<file path="src/rtl/regfile_write_arbiter_if.sv">
// rtl/regfile_write_arbiter_if.sv - valid/ready writeback request channel (one per requester)
interface regfile_write_arbiter_if #(
  parameter int ADDR_W = 5,
  parameter int DATA_W = 32
);
  logic              valid;
  logic [ADDR_W-1:0] dest;
  logic [DATA_W-1:0] data;
  logic              ready;

  modport master (output valid, output dest, output data, input  ready);
  modport slave  (input  valid, input  dest, input  data, output ready);
endinterface

</file>
<file path="src/rtl/regfile_write_arbiter.sv">
// rtl/regfile_write_arbiter.sv - round-robin arbiter for the register-file write port
// Two writeback requesters share one registered write port; a clear sweep zeroes x1..x(NUM_REGS-1).
module regfile_write_arbiter #(
  parameter int ADDR_W   = 5,
  parameter int DATA_W   = 32,
  parameter int NUM_REGS = 32
) (
  input  logic                  clk,
  input  logic                  rst,
  regfile_write_arbiter_if.slave a_if,
  regfile_write_arbiter_if.slave b_if,
  input  logic                  clear_start,
  output logic                  busy,
  output logic                  clear_done,
  output logic [ADDR_W-1:0]     reg_write_dest,
  output logic [DATA_W-1:0]     reg_write_data,
  output logic                  write_data_en
);

  typedef enum logic {ARB, CLEAR} state_t;

  localparam logic [ADDR_W-1:0] LAST_REG  = ADDR_W'(NUM_REGS - 1);
  localparam logic [ADDR_W-1:0] FIRST_REG = ADDR_W'(1);

  state_t            state_q, state_d;
  logic              rr_q, rr_d;          // 0: A favoured, 1: B favoured
  logic [ADDR_W-1:0] count_q, count_d;
  logic [ADDR_W-1:0] dest_q, dest_d;
  logic [DATA_W-1:0] data_q, data_d;
  logic              en_q, en_d;
  logic              done_q, done_d;
  logic              grant_a, grant_b;

  always_ff @(posedge clk or posedge rst) begin
    if (rst) begin
      state_q <= ARB;
      rr_q    <= 1'b0;
      count_q <= FIRST_REG;
      dest_q  <= '0;
      data_q  <= '0;
      en_q    <= 1'b0;
      done_q  <= 1'b0;
    end else begin
      state_q <= state_d;
      rr_q    <= rr_d;
      count_q <= count_d;
      dest_q  <= dest_d;
      data_q  <= data_d;
      en_q    <= en_d;
      done_q  <= done_d;
    end
  end

  always_comb begin
    state_d = state_q;
    rr_d    = rr_q;
    count_d = count_q;
    dest_d  = dest_q;
    data_d  = data_q;
    en_d    = 1'b0;
    done_d  = 1'b0;
    grant_a = 1'b0;
    grant_b = 1'b0;

    case (state_q)
      ARB: begin
        if (clear_start) begin
          state_d = CLEAR;
        end else if (a_if.valid && (!b_if.valid || !rr_q)) begin
          grant_a = 1'b1;
        end else if (b_if.valid) begin
          grant_b = 1'b1;
        end

        // x0 is hardwired zero: the handshake completes but nothing is written
        if (grant_a) begin
          rr_d = 1'b1;
          if (a_if.dest != '0) begin
            en_d   = 1'b1;
            dest_d = a_if.dest;
            data_d = a_if.data;
          end
        end else if (grant_b) begin
          rr_d = 1'b0;
          if (b_if.dest != '0) begin
            en_d   = 1'b1;
            dest_d = b_if.dest;
            data_d = b_if.data;
          end
        end
      end

      CLEAR: begin
        en_d   = 1'b1;
        dest_d = count_q;
        data_d = '0;
        if (count_q == LAST_REG) begin
          state_d = ARB;
          done_d  = 1'b1;
          count_d = FIRST_REG;
          rr_d    = 1'b0;
        end else begin
          count_d = count_q + FIRST_REG;
        end
      end

      default: state_d = ARB;
    endcase
  end

  assign a_if.ready     = grant_a && !rst;
  assign b_if.ready     = grant_b && !rst;
  assign busy           = (state_q == CLEAR);
  assign clear_done     = done_q;
  assign reg_write_dest = dest_q;
  assign reg_write_data = data_q;
  assign write_data_en  = en_q;

endmodule

</file>
<file path="src/flat_wrapper.sv">
// flat-port wrapper written by rule: the top's interface ports become plain ports
module regfile_write_arbiter_flat 
#(
  parameter int ADDR_W   = 5,
  parameter int DATA_W   = 32,
  parameter int NUM_REGS = 32
)
  (clk, rst, clear_start, busy, clear_done, reg_write_dest, reg_write_data, write_data_en, a_if_valid, a_if_dest, a_if_data, a_if_ready, b_if_valid, b_if_dest, b_if_data, b_if_ready);
  regfile_write_arbiter_if #(.ADDR_W(ADDR_W), .DATA_W(DATA_W)) a_if_i ();
  regfile_write_arbiter_if #(.ADDR_W(ADDR_W), .DATA_W(DATA_W)) b_if_i ();
  input  logic clk;
  input  logic rst;
  input  logic clear_start;
  output logic busy;
  output logic clear_done;
  output logic [ADDR_W-1:0] reg_write_dest;
  output logic [DATA_W-1:0] reg_write_data;
  output logic write_data_en;
  input wire logic [$bits(a_if_i.valid)-1:0] a_if_valid;
  input wire logic [$bits(a_if_i.dest)-1:0] a_if_dest;
  input wire logic [$bits(a_if_i.data)-1:0] a_if_data;
  output wire logic [$bits(a_if_i.ready)-1:0] a_if_ready;
  input wire logic [$bits(b_if_i.valid)-1:0] b_if_valid;
  input wire logic [$bits(b_if_i.dest)-1:0] b_if_dest;
  input wire logic [$bits(b_if_i.data)-1:0] b_if_data;
  output wire logic [$bits(b_if_i.ready)-1:0] b_if_ready;
  assign a_if_i.valid = a_if_valid;
  assign a_if_i.dest = a_if_dest;
  assign a_if_i.data = a_if_data;
  assign a_if_ready = a_if_i.ready;
  assign b_if_i.valid = b_if_valid;
  assign b_if_i.dest = b_if_dest;
  assign b_if_i.data = b_if_data;
  assign b_if_ready = b_if_i.ready;
  regfile_write_arbiter #(.ADDR_W(ADDR_W), .DATA_W(DATA_W), .NUM_REGS(NUM_REGS)) u_core (.clk(clk), .rst(rst), .a_if(a_if_i), .b_if(b_if_i), .clear_start(clear_start), .busy(busy), .clear_done(clear_done), .reg_write_dest(reg_write_dest), .reg_write_data(reg_write_data), .write_data_en(write_data_en));
endmodule
</file>
<file path="config.mk">
export PLATFORM = sky130hd
export DESIGN_NAME = regfile_write_arbiter_flat
export DESIGN_NICKNAME = d
export VERILOG_FILES = /design/src/rtl/regfile_write_arbiter_if.sv /design/src/rtl/regfile_write_arbiter.sv /design/src/flat_wrapper.sv
export SDC_FILE = /design/constraint.sdc
export NUM_CORES = 1
export LEC_CHECK = 0
export BUFFER_PORTS_ARGS = -buffer_cell sky130_fd_sc_hd__buf_2
export CORE_UTILIZATION = 49
export DETAILED_ROUTE_END_ITERATION = 8
export GPL_TIMING_DRIVEN = 0
export PLACE_DENSITY = 0.95
export SLEW_MARGIN = 20
export SYNTH_ARGS = -nofsm -noshare
export SYNTH_HDL_FRONTEND = slang
export SYNTH_SLANG_ARGS = --single-unit
</file>
<file path="constraint.sdc">
create_clock -name clk -period 4.75 [get_ports clk]
set_input_delay 0.2375 -clock clk [delete_from_list [all_inputs] [get_ports clk]]
set_output_delay 0.2375 -clock clk [all_outputs]
set_load 0.01 [all_outputs]
</file>
==> flow_metrics.env <==
export IMPL_status="finished, violations left"
export IMPL_violations="design-rule violations"
export IMPL_rows=24
export IMPL_diodes=0
export IMPL_p_per_area_mw_per_mm2=407.2
export IMPL_synthesis_instances=179
export IMPL_drive_gt1_frac=0.5825
export IMPL_fmax_mhz=426.6
export IMPL_cp_arrival_ns=2.11
export IMPL_crit_fanout=10
export IMPL_cellLeakagePower_nw=1.771
export IMPL_cts_tree="yes"
export IMPL_dp_hpwl_um=4334
export IMPL_grt_pass1_vias=1966
export IMPL_final_util=0.6988
export IMPL_drc=20
export IMPL_r2r_start="u_core.busy"
export IMPL_clock_skew_ns=0.008468
export IMPL_pin_count=121
export IMPL_hold_path_end="u_core.busy"
export IMPL_place_area_mm2=0.003022
export IMPL_final_nets=389
export IMPL_grt_setup_unrepaired="no"
export IMPL_drt_total_wl_um=5701
export IMPL_clk_latency_ns=0.30
export IMPL_wire_per_inst_um=15.79
export IMPL_final_cell_area_mm2=0.003127
export IMPL_grt_use_met3=0.04558
export IMPL_ys_ff_latch=46
export IMPL_synth_ff_type="dfrtp_1"
export IMPL_post_cts_buffers=0
export IMPL_hold_viol_final=0
export IMPL_hold_depth=3
export IMPL_clock_path_buffers=2
export IMPL_whs_ns=0.2632
export IMPL_cp_end_kind="primary output"
export IMPL_cp_cell_sequence="buf_2 -> or3b_1 -> a21oi_1 -> buf_4 -> buf_4 -> and2_1 -> buf_2"
export IMPL_drt_pass1_iterations=6
export IMPL_async_flop_share=1.000
export IMPL_slew_headroom=0.6420
export IMPL_setup_worst_path_class="register to primary output"
export IMPL_grt_ovfl_total=0
export IMPL_fin_tns_setup_ns=0
export IMPL_io_buffers=120
export IMPL_cts_buffers_inserted=5
export IMPL_fin_crit_sh=0.4935
export IMPL_ys_types=29
export IMPL_syn_nets=260
export IMPL_hp_class="input port to register"
export IMPL_postRouteAntennaNets=0
export IMPL_layout_common_cells="buf_2 (124), dfrtp_1 (45), a22o_1 (32), mux2_2 (20), mux2_4 (19)"
export IMPL_r2r_slack_ns=2.71
export IMPL_viasPerCell=5.465
export IMPL_worst_pin_slew_ns=0.5362
export IMPL_die_h_um=70.94
export IMPL_final_common_cell="buf_2"
export IMPL_slew_violations=0
export IMPL_vdd_drop_max_mv=0.2729
export IMPL_cts_root_buffer="clkbuf_8"
export IMPL_die_area_mm2=0.005032
export IMPL_place_inst=352
export IMPL_grt_pass1_wl_um=9045
export IMPL_setup_violations_final=0
export IMPL_r2r_end="u_core.reg_write_dest[0]"
export IMPL_period_needed_ns=2.344
export IMPL_met2_usage=0.4241
export IMPL_cap_violations=0
export IMPL_cp_required_ns=4.51
export IMPL_syn_avg_cell_area_um2=13.01
export IMPL_clkSinkCount=46
export IMPL_instances_no_fill=361
export IMPL_die_x_um=70.94
export IMPL_cts_hold_buf=1
export IMPL_worstRegToRegCells=6
export IMPL_yosys_warnings=0
export IMPL_netlist_area_mm2=0.002328
export IMPL_area_delta_synth_final_pct=34.28
export IMPL_globalRoute_busiestLayer="met2"
export IMPL_htreeDepth=2
export IMPL_path_clk_slew_ns=0.09
export IMPL_core_area_mm2=0.004474
export IMPL_gp_congestion=0.8098
export IMPL_vias=1973
export IMPL_antenna_found_initial=0
export IMPL_grt_use_met1=0.2799
export IMPL_ys_seq_area_frac=0.4949
export IMPL_grt_use_total=0.2338
export IMPL_ctsResizeCount=0
export IMPL_grt_max_degree=25
export IMPL_drt_iter0_markers=89
export IMPL_crit_path_top_delay_cell="dfrtp_1"
export IMPL_start_kind="register"
export IMPL_start_util=0.5204
export IMPL_critPathMaxStageDelay_ns=0.40
export IMPL_min_from="clear_start"
export IMPL_synth_edf_count=0
metrics by stage:
step | power (mW) | setup slack, ns
floorplan | 0.8626 | 2.923
global placement | 1.007 | 2.472
detailed placement | 1.032 | 2.734
CTS | 1.280 | 2.405
global route | 1.348 | 2.258
finish | 1.273 | 2.406
power breakdown:
part	leakage (nW)	switching, mW	internal [mW]
Clock	0.0472	0.130	0.117
Combinational	1.12	0.223	0.262
Sequential	0.607	0.0576	0.484
Total	1.77	0.411	0.862
routing by layer:
layer  vias up  routed length, µm
met3         7                309
met4         0                 51
met2        85               2947
met1       950               2393
met5         -                  0
li1        931                  -
state kept, by name, summed over array words and instances (netlist names):
signal and cells:
u_core.reg_write_data 32, u_core.write_data_en 1, u_core.reg_write_dest 5, u_core.busy 1, u_core.rr_q 1, u_core.clear_done 1, u_core.count_q 5
cell type report:
type | instances | area, µm²
Inverter | 5 | 18.77
Buffer | 14 | 87.58
Clock inverter | 2 | 12.51
Fill cell | 348 | 1348
Tap cell | 52 | 65.06
Sequential cell | 46 | 1152
Clock buffer | 6 | 82.58
Timing Repair Buffer | 122 | 638.1
Multi-Input combinational cell | 114 | 1070
cell families (layout without fill, tap and decap cells):
logic type | count (synthesis) | count (layout) | share of synthesized area
multiplexers | 39 | 39 | 0.2192
AND/OR/NAND/NOR | 24 | 24 | 0.06018
adder cells (fa/ha/maj) | 2 | 2 | 0.01075
buffers and inverters | 19 | 149 | 0.04567
flip-flops | 46 | 46 | 0.4949
AO/OA/AOI/OAI | 49 | 49 | 0.1693
critical path: cells and delay by family, from the launching register on:
family,cells,cell delay [ns]
AOI/OAI and AO/OA,1,0.17
buffers and inverters,4,0.71
and+or+nand+nor,2,0.52
DFF,1,0.40
how the worst max path moves through the flow:
stage | startpoint | slack, ns | endpoint | cells after the start
after global routing | u_core.busy | 2.26 | a_if_ready | 7
after CTS | u_core.busy | 2.40 | a_if_ready | 7
after global placement | rst | 2.47 | a_if_ready | 4
after detailed placement | u_core.busy | 2.73 | u_core.reg_write_dest[0] | 6
after floorplan | u_core.busy | 2.92 | u_core.reg_write_dest[0] | 7
final | u_core.busy | 2.41 | a_if_ready | 7
cells in the mapped netlist, drive strengths merged, types with 2 or more instances:
master	number	share of area
or4	2	0.0064
nand2	6	0.0097
a221o	4	0.017
a22o	32	0.12
and2	6	0.016
nor2b	3	0.0081
clkbuf	3	0.0048
o21ai	8	0.017
ha	2	0.011
and3	2	0.0054
buf	11	0.033
inv	5	0.0081
dfrtp	45	0.48
mux2	39	0.22
nor3	2	0.0064
Note: power is estimated with default switching activity, not from simulation.
